File: src/rtl/iq_cic_decim.sv
// Dual-channel (I/Q) 3-stage CIC decimator by 2**DECIM_LOG2 with full bit growth.
// Chained integrators at input rate, a decimation register, then three registered combs (M=1).
module iq_cic_decim #(
  parameter int IN_WIDTH   = 10,
  parameter int DECIM_LOG2 = 3,
  parameter int OUT_WIDTH  = IN_WIDTH + 3 * DECIM_LOG2
) (
  input  logic                 clk,
  input  logic                 reset,
  input  logic [IN_WIDTH-1:0]  i_i,
  input  logic [IN_WIDTH-1:0]  q_i,
  input  logic                 dvalid_i,
  output logic [OUT_WIDTH-1:0] i_o,
  output logic [OUT_WIDTH-1:0] q_o,
  output logic                 dvalid_o
);

  localparam int W = OUT_WIDTH;

  logic [W-1:0] x_ext  [2];
  logic [W-1:0] int1_d [2];
  logic [W-1:0] int2_d [2];
  logic [W-1:0] int3_d [2];
  logic [W-1:0] int1_q [2];
  logic [W-1:0] int2_q [2];
  logic [W-1:0] int3_q [2];
  logic [W-1:0] dec_q  [2];
  logic [W-1:0] c1_q   [2];
  logic [W-1:0] c1_dly_q [2];
  logic [W-1:0] c2_q   [2];
  logic [W-1:0] c2_dly_q [2];
  logic [W-1:0] c3_q   [2];
  logic [W-1:0] c3_dly_q [2];

  logic [DECIM_LOG2-1:0] ph_q;
  logic ev_q, v1_q, v2_q, v3_q, v4_q;

  // Integrators are chained combinationally so the third one includes the current sample.
  always_comb begin
    x_ext[0] = {{(W-IN_WIDTH){i_i[IN_WIDTH-1]}}, i_i};
    x_ext[1] = {{(W-IN_WIDTH){q_i[IN_WIDTH-1]}}, q_i};
    for (int c = 0; c < 2; c++) begin
      int1_d[c] = int1_q[c] + x_ext[c];
      int2_d[c] = int2_q[c] + int1_d[c];
      int3_d[c] = int3_q[c] + int2_d[c];
    end
  end

  always_ff @(posedge clk or posedge reset) begin
    if (reset) begin
      ph_q <= '0;
      ev_q <= 1'b0;
      v1_q <= 1'b0;
      v2_q <= 1'b0;
      v3_q <= 1'b0;
      v4_q <= 1'b0;
      for (int c = 0; c < 2; c++) begin
        int1_q[c]   <= '0;
        int2_q[c]   <= '0;
        int3_q[c]   <= '0;
        dec_q[c]    <= '0;
        c1_q[c]     <= '0;
        c1_dly_q[c] <= '0;
        c2_q[c]     <= '0;
        c2_dly_q[c] <= '0;
        c3_q[c]     <= '0;
        c3_dly_q[c] <= '0;
      end
    end else begin
      ev_q <= dvalid_i && (ph_q == '1);
      v1_q <= ev_q;
      v2_q <= v1_q;
      v3_q <= v2_q;
      v4_q <= v3_q;
      if (dvalid_i) begin
        ph_q <= ph_q + DECIM_LOG2'(1);
      end
      for (int c = 0; c < 2; c++) begin
        if (dvalid_i) begin
          int1_q[c] <= int1_d[c];
          int2_q[c] <= int2_d[c];
          int3_q[c] <= int3_d[c];
        end
        if (ev_q) begin
          dec_q[c] <= int3_q[c];
        end
        // Comb delays advance only when a decimated sample passes through.
        if (v1_q) begin
          c1_q[c]     <= dec_q[c] - c1_dly_q[c];
          c1_dly_q[c] <= dec_q[c];
        end
        if (v2_q) begin
          c2_q[c]     <= c1_q[c] - c2_dly_q[c];
          c2_dly_q[c] <= c1_q[c];
        end
        if (v3_q) begin
          c3_q[c]     <= c2_q[c] - c3_dly_q[c];
          c3_dly_q[c] <= c2_q[c];
        end
      end
    end
  end

  assign i_o      = c3_q[0];
  assign q_o      = c3_q[1];
  assign dvalid_o = v4_q;

endmodule

File: config.mk
export PLATFORM = sky130hd
export DESIGN_NAME = iq_cic_decim
export DESIGN_NICKNAME = d
export VERILOG_FILES = /design/src/rtl/iq_cic_decim.sv
export SDC_FILE = /design/constraint.sdc
export NUM_CORES = 1
export LEC_CHECK = 0
export ABC_AREA = 0
export CORE_MARGIN = 5
export CORE_UTILIZATION = 63
export DETAILED_ROUTE_END_ITERATION = 10
export HOLD_SLACK_MARGIN = 0.1
export PLACE_DENSITY = 0.91
export REMOVE_ABC_BUFFERS = 1
export SLEW_MARGIN = 25
export SYNTH_ARGS = -nofsm -noshare
export SYNTH_HDL_FRONTEND = slang
export SYNTH_SLANG_ARGS = --single-unit
File: constraint.sdc
create_clock -name clk -period 17.3 [get_ports clk]
set_input_delay 3.46 -clock clk [delete_from_list [all_inputs] [get_ports clk]]
set_output_delay 3.46 -clock clk [all_outputs]
set_load 0.02 [all_outputs]
After elaboration in Yosys (flattened, before gate mapping)
Cells that the tools add are included.
Operators by class
  reduce and logical (&&, ||, !) cells: 1
  equal/unequal tests: 1
  add/subtract/negate cells: 13
Operators by type and width (number)
  19-bit adder: 6
  19-bit subtractor: 6
  3-bit by 1-bit adder with 3-bit output (second input constant): 1
  3-bit equality test (second input constant): 1
  1-bit logical AND: 1
Storage, ports and cells
  output and inout port bits: 39
  input port bits: 23
  flip-flop bits (word level): 388

Depth between registers and ports, before layout
Gate-level depths: netlist of run 1.
  depth in word-level cells: 3
  mapped depth: 27

Least setup slack after synthesis of run 1
Ideal clock, no wire load.
  path kind: in2reg
  start point: input port q_i[0]
  end point: register int3_q[18] (netlist bit)
  stages on the path: 27
  slack: 9.251 ns
  required time: 17.177 ns
  library setup time: 0.123 ns
  data arrival time: 7.927 ns
  cells stage by stage: ha_1 -> inv_1 -> fa_1 -> nor2b_1 -> o31a_1 -> o21ai_0 -> nand2b_1 -> a21o_1 -> a21oi_1 -> xnor2_1 -> ha_1 -> and2_1 -> a221o_1 -> a31o_2 -> a21oi_1 -> xnor2_1 -> ha_1 -> or2_2 -> o31ai_1 -> inv_1 -> o211ai_1 -> o22ai_1 -> o31a_1 -> o22a_1 -> nand3_1 -> nand3b_1 -> xnor2_1
RTL lines
  start: declaration: line 11  | input logic [IN_WIDTH-1:0] q_i,
  end signal: indexed assignment: line 82  | int3_q[c] <= int3_d[c];
  end: declaration: line 26  | logic [W-1:0] int3_q [2];

==> results by group, run 1 <==
Status
  • Status: complete, no violations

Logic synthesis
  • Top post-synthesis cells by area: dfrtp_1, ha_1, mux2_2, xnor2_1, o21ai_0
  • Top-area cell type share of the netlist area: 0.4087
  • Post-synth EDFFs: 0
  • Asr flop ratio synth: 1.000
  • Seq/Total Area, Yosys: 0.4087
  • Area leader, netlist: dfrtp_1
  • Seq cells post-synth: ~390
  • Post-synthesis cell count: between 2,000 and 2,500
  • Top_reg_cell synth: dfrtp_1
  • Syn Area/Cell: between 9 and 10 um2
  • Post-synthesis cell type count: between 70 and 80
  • Synth Warn #: 0
  • Syn Std Cell Area: approximately 24,000 um2

Setup path
  • CP startpoint kind: input pin
  • Crit path capture type: flop
  • Cell family with most CP delay: compound AO/OA/AOI/OAI gates
  • Crit path kind: input pin to flop
  • CP max FO: 4
  • CP required: about 18 ns
  • Slowest stage delay, CP: 0.46 ns
  • CP bufs+invs: 3
  • Crit path DAT: around 9.1 ns
  • Slowest cell on crit path: clkdlybuf4s50_1

Clocking
  • CTS tree: built
  • Worst-path clk slew: 0.06 ns
  • CTS buffer count: 42
  • Hold Buf Count CTS: 0
  • Clk sink count: 388
  • Root Buffer: clkbuf_16
  • H-tree depth: 2
  • Clk buf depth: 3
  • Clk_lat worst skew: 0.57 ns
  • Post-CTS Resized: 0
  • Setup bufs post-CTS: 0

Floorplanning
  • IO Pins: 62
  • Core ar.: approximately 37,000 um2
  • Die W: a little over 200 um
  • Die Ht: 204.2 um
  • Initial Util: 0.6337
  • Die area: 41,690 um2
  • Row count: a little over 70

STA
  • RSZ-0062 raised after global routing: no
  • Max Clk Rate: around 120 MHz
  • Max Slew Vio Count: 0
  • Least-Margin Pin Slew: around 0.88 ns
  • Fin. Hold Viols: 0
  • Setup TNS: 0 ns
  • Setup Skew: 0.01527 ns
  • Period Utilization, post-route: 0.4970
  • Min cycle time layout: roughly 8.6 ns
  • Slew HR: 0.4127
  • Setup-failing EPs final: 0

Layout
  • Register Area: between 9000 and 10,000 um2
  • Nets: 2,681
  • Area delta synth->final: 11.01%
  • Filler cells: roughly 2,500
  • Share of layout cells above drive strength 1: 0.1333
  • Area of the multi-input gates: 13,100 um2
  • # diodes: 0

Placement
  • # port buffers: slightly above 60
  • Gp weighted congestion: 0.8720
  • Hpwl dp: ~33,000 um

Worst hold path
  • Hold Path Class: flop to flop

Global route
  • Grt ovf: 0
  • Largest net degree at the start of global routing: about 170
  • Vias in the first global route: roughly 18,000
  • GR Util All Layers: 0.2313
  • First-pass GRT wire length: 83,000 um
  • Antenna violations before repair: 0

Detailed routing
  • WL/cell: 16.02 um
  • Via density: roughly 5.8
  • Wirelength, routed: about 48,000 um
  • ANT nets after route: 0
  • Initial DRC Count: 1,200
  • DRC violations left: 0
  • Drt pass-1 iters: 5
  • Routed via count: 17,370

Job
  • Max Cap Viol: 0
==> stage by stage <==
step,worst slack (ns),cells,hold slack [ns],utilization,instance area (um2)
final,8.702,2971,0.4753,0.7035,26370
after global routing,8.431,2971,0.4935,0.7035,26370
after CTS,8.791,2970,0.4742,0.7025,26340
after detailed placement,8.245,2892,0.4628,0.6626,24840
after global placement,8.497,2892,0.4580,0.6626,24840
after floorplan,3.056,2314,0.4401,-,23520
==> cell families (layout without fill, tap and decap cells) <==
| kind of cell | count (synthesis) | count (layout) | share of synthesized area |
|---|---|---|---|
| buf+inv | 251 | 335 | 0.04003 |
| xor+xnor | 174 | 174 | 0.06446 |
| simple gates | 536 | 536 | 0.1061 |
| compound gates | 579 | 579 | 0.1527 |
| flops | 388 | 388 | 0.4087 |
| mux | 216 | 216 | 0.1021 |
| fa+ha+maj | 232 | 232 | 0.1260 |
==> per-layer routing <==
metal  track usage  wire, um  vias up
met5             0         0        -
met4       0.07370      1178        0
met2        0.4159     24030      364
li1              -         -     8474
met3       0.02888      1751       95
met1        0.2917     20650     8439
==> cell usage after synthesis, types with 5 or more instances <==
master / number
mux2_2: 211
dfrtp_1: 388
a21oi_1: 138
nand4_1: 9
mux2i_1: 5
nand3_1: 32
o31a_1: 6
nor2_1: 121
o211ai_1: 15
o21bai_1: 20
a211oi_1: 17
o21a_1: 35
o21ai_0: 189
buf_1: 8
or2_2: 8
xnor2_1: 137
o31ai_1: 12
nand2_1: 193
clkbuf_1: 52
o22ai_1: 6
nand2b_1: 25
or3_1: 15
a31oi_1: 15
o2111ai_1: 6
a21o_1: 54
nor3_1: 42
a21boi_0: 8
nor2b_1: 42
a211o_1: 7
nand3b_1: 9
ha_1: 220
xor2_1: 36
fa_1: 12
and2_1: 12
and3_1: 10
inv_1: 188
==> cell usage in the layout, fill, tap and decap left out, types with 25 or more instances in the layout <==
master,instances
dfrtp_1,385
ha_1,220
mux2_2,211
nand2_1,193
o21ai_0,189
inv_1,187
a21oi_1,138
xnor2_1,137
nor2_1,121
clkdlybuf4s50_1,60
a21o_1,54
clkbuf_16,45
nor2b_1,42
nor3_1,42
xor2_1,36
o21a_1,35
nand3_1,32
nand2b_1,25
==> cell type report <==
class / count / share of cell area
clock buffer: 54 / 0.04512
clock inverter: 24 / 0.01162
inverter: 189 / 0.02737
multi-input combinational: 1737 / 0.4966
sequential: 388 / 0.3686
tap: 511 / 0.02424
timing repair buffer: 68 / 0.02643
==> path summary, 6_finish.rpt <==
kind,from,to,slack (ns),cells past startpoint
worst max register to register,int1_q[0]$_DFFE_PP0P_,int3_q[18]$_DFFE_PP0P_,11.68,27
min in group asynchronous,reset,c3_dly_q[20]$_DFFE_PP0P_,3.49,2
worst min register to register,int3_q[18]$_DFFE_PP0P_,int3_q[18]$_DFFE_PP0P_,0.48,1
worst min-delay path,int3_q[18]$_DFFE_PP0P_,int3_q[18]$_DFFE_PP0P_,0.48,1
worst max-delay path,q_i[0],int3_q[18]$_DFFE_PP0P_,8.70,28
max in group asynchronous,reset,int2_q[29]$_DFFE_PP0P_,12.55,3
Power of run 1 is left out: the tool's default activity adds up to more than one toggle a clock period on the data nets, which glitch-free logic cannot reach.
==> inputs of run 2 (changes only) <==
Settings changed: CORE_UTILIZATION 63 to 57, PLACE_DENSITY 0.91 to 0.87.
Clock period 17.3 ns to 7.7 ns, I/O delays scaled along.
==> results by group, run 2 (synthesis results as in run 1) <==
Status
  • Status: complete, no violations

STA
  • Max Slew Vio Count: 0
  • Setup slack after layout: between 1 and 1.5 ns
  • Max Clk Rate: between 150 and 200 MHz
  • RSZ-0062 raised after global routing: no
  • Slew HR: 0.4182
  • Fin. Hold Viols: 0
  • Setup-failing EPs final: 0
  • Setup Skew: 0.01292 ns
  • Period Utilization, post-route: 0.8480
  • Setup TNS: 0 ns
  • Min cycle time layout: approximately 6.5 ns
  • Least-Margin Pin Slew: roughly 0.87 ns

Clocking
  • Root Buffer: clkbuf_16
  • Worst-path clk slew: 0.06 ns
  • CTS tree: built
  • Post-CTS Resized: 0
  • Clk_lat worst skew: between 0.5 and 0.6 ns
  • CTS buffer count: between 40 and 50
  • H-tree depth: 2
  • Clk sink count: ~390
  • Clk buf depth: 3
  • Setup bufs post-CTS: 0
  • Hold Buf Count CTS: 0

Placement
  • Hpwl dp: ~33,000 um
  • Worst slack, placed: 0.6954 ns
  • # port buffers: slightly above 60
  • Gp weighted congestion: about 0.9
  • Placed Instances: slightly below 3,000

Floorplanning
  • Core ar.: approximately 40,000 um2
  • IO Pins: just over 60
  • Initial Util: 0.5792
  • Die Ht: ~210 um
  • Row count: 74
  • Die area: between 40,000 and 50,000 um2
  • Die W: between 200 and 250 um

Detailed routing
  • Wirelength, routed: around 47,000 um
  • Drt pass-1 iters: 6
  • Initial DRC Count: 1,013
  • Routed via count: about 17,000
  • ANT nets after route: 0
  • Via density: 5.791
  • WL/cell: around 16 um
  • DRC violations left: 0

Job
  • Max Cap Viol: 0

Global route
  • First-pass GRT wire length: 81,350 um
  • Antenna violations before repair: 0
  • Largest net degree at the start of global routing: 139
  • Vias in the first global route: between 15,000 and 20,000
  • GR Util All Layers: 0.2003
  • Grt ovf: 0

Layout
  • Most frequent cells in the layout: dfrtp_1, ha_1, mux2_2
  • Final std cells w/o fill: ~3,000
  • Share of layout cells above drive strength 1: 0.1348
  • Filler cells: a little over 3,000
  • # diodes: 0
  • Area delta synth->final: 11.04%
  • Commonest non-fill, non-tap cell in the layout: dfrtp_1
  • Nets: 2,685

Setup path
  • Crit path kind: input pin to flop
  • CP max FO: 4
  • CP required: roughly 8.2 ns
  • CP startpoint kind: input pin
  • Crit path DAT: 7.01 ns
  • Crit path capture type: flop

Worst hold path
  • Hold Path Class: flop to flop
==> run 2: changes by cell type in the layout (fill, tap and decap cells not counted), sizes merged <==
| cell | change |
|---|---|
| buf | +4 |
| bufinv | -2 |
| clkbuf | +5 |
| clkinv | -1 |
| clkinvlp | -3 |
==> run 2: cell type report <==
class | instances | area (um2) | area share
clock buffers | 59 | 1269 | 0.04809
clock inverters | 18 | 201.4 | 0.007636
inverters | 189 | 716.9 | 0.02718
multi-input cells | 1737 | 13100 | 0.4965
flip-flops and latches | 388 | 9721 | 0.3685
well taps | 532 | 665.6 | 0.02523
repair buffers | 72 | 710.7 | 0.02694
==> run 2: path summary, 6_finish.rpt <==
path                                              from                       end  slack (ns)  cells past startpoint
worst max-delay path                            q_i[0]    int3_q[18]$_DFFE_PP0P_        1.17                     28
worst min-delay path            int3_q[18]$_DFFE_PP0P_    int3_q[18]$_DFFE_PP0P_        0.48                      1
worst max register to register   int1_q[0]$_DFFE_PP0P_    int3_q[18]$_DFFE_PP0P_        2.26                     27
worst min register to register  int3_q[18]$_DFFE_PP0P_    int3_q[18]$_DFFE_PP0P_        0.48                      1
max in group asynchronous                        reset            v1_q$_DFF_PP0_        4.63                      4
min in group asynchronous                        reset  c1_dly_q[31]$_DFFE_PP0P_        1.35                      2
==> run 2: critical path, cell delays in order <==
cell             delay [ns]
clkdlybuf4s50_1        0.46
ha_1                   0.16
inv_1                  0.05
fa_1                   0.39
nor2b_1                0.22
o31a_1                 0.17
o21ai_0                0.08
nand2b_1               0.14
a21o_1                 0.14
a21oi_1                0.07
xnor2_1                0.19
ha_1                   0.30
and2_1                 0.19
a221o_1                0.35
a31o_2                 0.24
a21oi_1                0.21
xnor2_1                0.17
ha_1                   0.29
or2_2                  0.30
o31ai_1                0.07
inv_1                  0.08
o211ai_1               0.12
o22ai_1                0.16
o31a_1                 0.29
o22a_1                 0.22
a21oi_1                0.14
nand3b_1               0.13
xnor2_1                0.12
==> run 2: routing by layer <==
metal / vias to the layer above / part of all wire / GRT usage
met4: 0 / 0.025 / 0.05948
met5: - / 0 / 0
met3: 109 / 0.038 / 0.03078
met1: 8369 / 0.44 / 0.2554
met2: 399 / 0.49 / 0.3551
li1: 8466 / - / -
==> run 2: through the flow <==
step                hold slack, ns  cell area, um2    util
floorplan                   0.4401           23520       -
global placement            0.4597           24880  0.6067
detailed placement          0.4755           24880  0.6067
CTS                         0.4828           26350  0.6425
global route                0.4935           26380  0.6432
finish                      0.4818           26380  0.6432
Power of run 2 is left out for the same reason.
==> inputs of run 3 (changes only) <==
Clock period 7.7 ns to 5.3 ns, I/O delays scaled along.
==> results by group, run 3 (synthesis results as in run 1) <==
Detailed routing
  • ANT nets after route: 0
  • Via density: just under 6
  • Initial DRC Count: 1,276
  • Drt pass-1 iters: 6
  • DRC violations left: 0
  • Wirelength, routed: between 50,000 and 60,000 um
  • Routed via count: around 19,000
  • WL/cell: about 18 um

Status
  • Violated checks: setup timing
  • Status: finished with violations

STA
  • Fin. Hold Viols: 0
  • Max Slew Vio Count: 0
  • Period Utilization, post-route: 1.050
  • Setup slack after layout: -0.2633 ns
  • Min cycle time layout: roughly 5.6 ns
  • Max Clk Rate: approximately 180 MHz
  • RSZ-0062 raised after global routing: yes
  • Setup Skew: ~0.015 ns
  • Least-Margin Pin Slew: slightly below 0.9 ns
  • Setup-failing EPs final: 6
  • Slew HR: 0.4209

Global route
  • Largest net degree at the start of global routing: 138
  • First-pass GRT wire length: about 91,000 um
  • Antenna violations before repair: 0
  • Vias in the first global route: just under 20,000
  • GR Util All Layers: 0.2276
  • Grt ovf: 0

Placement
  • Placed cell area: 26,390 um2
  • Hpwl dp: 35,860 um
  • Worst slack, placed: -1.154 ns
  • # port buffers: a little over 60
  • Gp weighted congestion: just under 0.9

Clocking
  • Clk sink count: ~390
  • Root Buffer: clkbuf_16
  • H-tree depth: 2
  • CTS buffer count: 43
  • Clk buf depth: 3
  • CTS tree: built
  • Worst-path clk slew: approximately 0.06 ns
  • Hold Buf Count CTS: 0
  • Clk_lat worst skew: about 0.57 ns

Setup path
  • CP bufs+invs: 3
  • Slowest stage delay, CP: around 0.37 ns
  • Crit path capture type: flop
  • CP required: about 5.8 ns
  • Cell family with most CP delay: compound AO/OA/AOI/OAI gates
  • Depth of the most critical reg-to-reg path: 24
  • CP startpoint kind: input pin
  • Slowest cell on crit path: a221o_1
  • CP max FO: 3
  • Crit path kind: input pin to flop
  • R2R setup slack: -0.10 ns
  • Crit path DAT: roughly 6.0 ns
  • Levels on crit path: 25

Worst hold path
  • Hold Path Class: flop to flop
  • Hold path depth: 1

Floorplanning
  • Core ar.: slightly above 40,000 um2
  • IO Pins: 62
  • Die W: ~210 um
  • Die area: between 40,000 and 50,000 um2
  • Die Ht: 214.2 um
  • Row count: 74
  • Initial Util: 0.5792

Layout
  • Most frequent cells in the layout: dfrtp_1, buf_4, mux2_2
  • Share of layout cells above drive strength 1: 0.2554
  • Commonest non-fill, non-tap cell in the layout: dfrtp_1
  • # diodes: 0
  • Nets: a little under 3,000
  • Area delta synth->final: 22.39%
  • Fin area: slightly below 30,000 um2

Job
  • Max Cap Viol: 0
run 3: worst paths after layout:
kind                                       start                endpoint
setup / recovery                          q_i[1]  int3_q[18]$_DFFE_PP0P_
hold / removal                i_o[4]$_DFFE_PP0P_      i_o[4]$_DFFE_PP0P_
setup reg to reg           int1_q[1]$_DFFE_PP0P_  int3_q[18]$_DFFE_PP0P_
hold reg to reg               i_o[4]$_DFFE_PP0P_      i_o[4]$_DFFE_PP0P_
max in group asynchronous                  reset      q_o[8]$_DFFE_PP0P_
min in group asynchronous                  reset   dec_q[31]$_DFFE_PP0P_
run 3: per-stage QoR:
step | instances | hold WS (ns) | setup TNS (ns) | util
finish | 3242 | 0.4805 | -0.5953 | 0.7089
global route | 3242 | 0.5042 | -1.604 | 0.7089
CTS | 3225 | 0.4771 | 0 | 0.6927
detailed placement | 3112 | 0.4682 | -12.86 | 0.6433
global placement | 3112 | 0.4585 | -8.800 | 0.6433
floorplan | 2314 | 0.4401 | -2539.93 | -
run 3: layout make-up:
type,instances,area (um2)
Inverter,189,721.9
Tap cell,532,665.6
Timing Repair Buffer,317,2589
Fill cell,2528,11940
Clock inverter,21,290.3
Multi-Input combinational cell,1737,13860
Clock buffer,58,1234
Sequential cell,388,9721
run 3: routing by layer:
metal / part of all wire / vias to the layer above / track usage
met5: 0 / - / 0
met4: 0.041 / 0 / 0.07301
met3: 0.049 / 215 / 0.03473
met2: 0.51 / 675 / 0.4227
met1: 0.40 / 9384 / 0.2714
li1: - / 8946 / -
run 3: repair_timing:
action / 4_1_cts / 5_1_grt
setup buffers: 35 / 18
cloned: 0 / 0
endpoints found under the setup margin: 11 / 12
pin swaps: 78 / 98
endpoints found under the hold margin: 0 / 0
resized for setup: 76 / 102
run 3: worst register-to-register path: cells and delay by family, from the launching register on:
kind	cells	cell delay, ns
buffers and inverters	2	0.29
XOR/XNOR	3	0.59
AND/OR/NAND/NOR	4	0.56
AO/OA/AOI/OAI	12	2.43
adder cells (fa/ha/maj)	3	0.95
flip-flops	1	0.42
Power of run 3 is left out for the same reason.
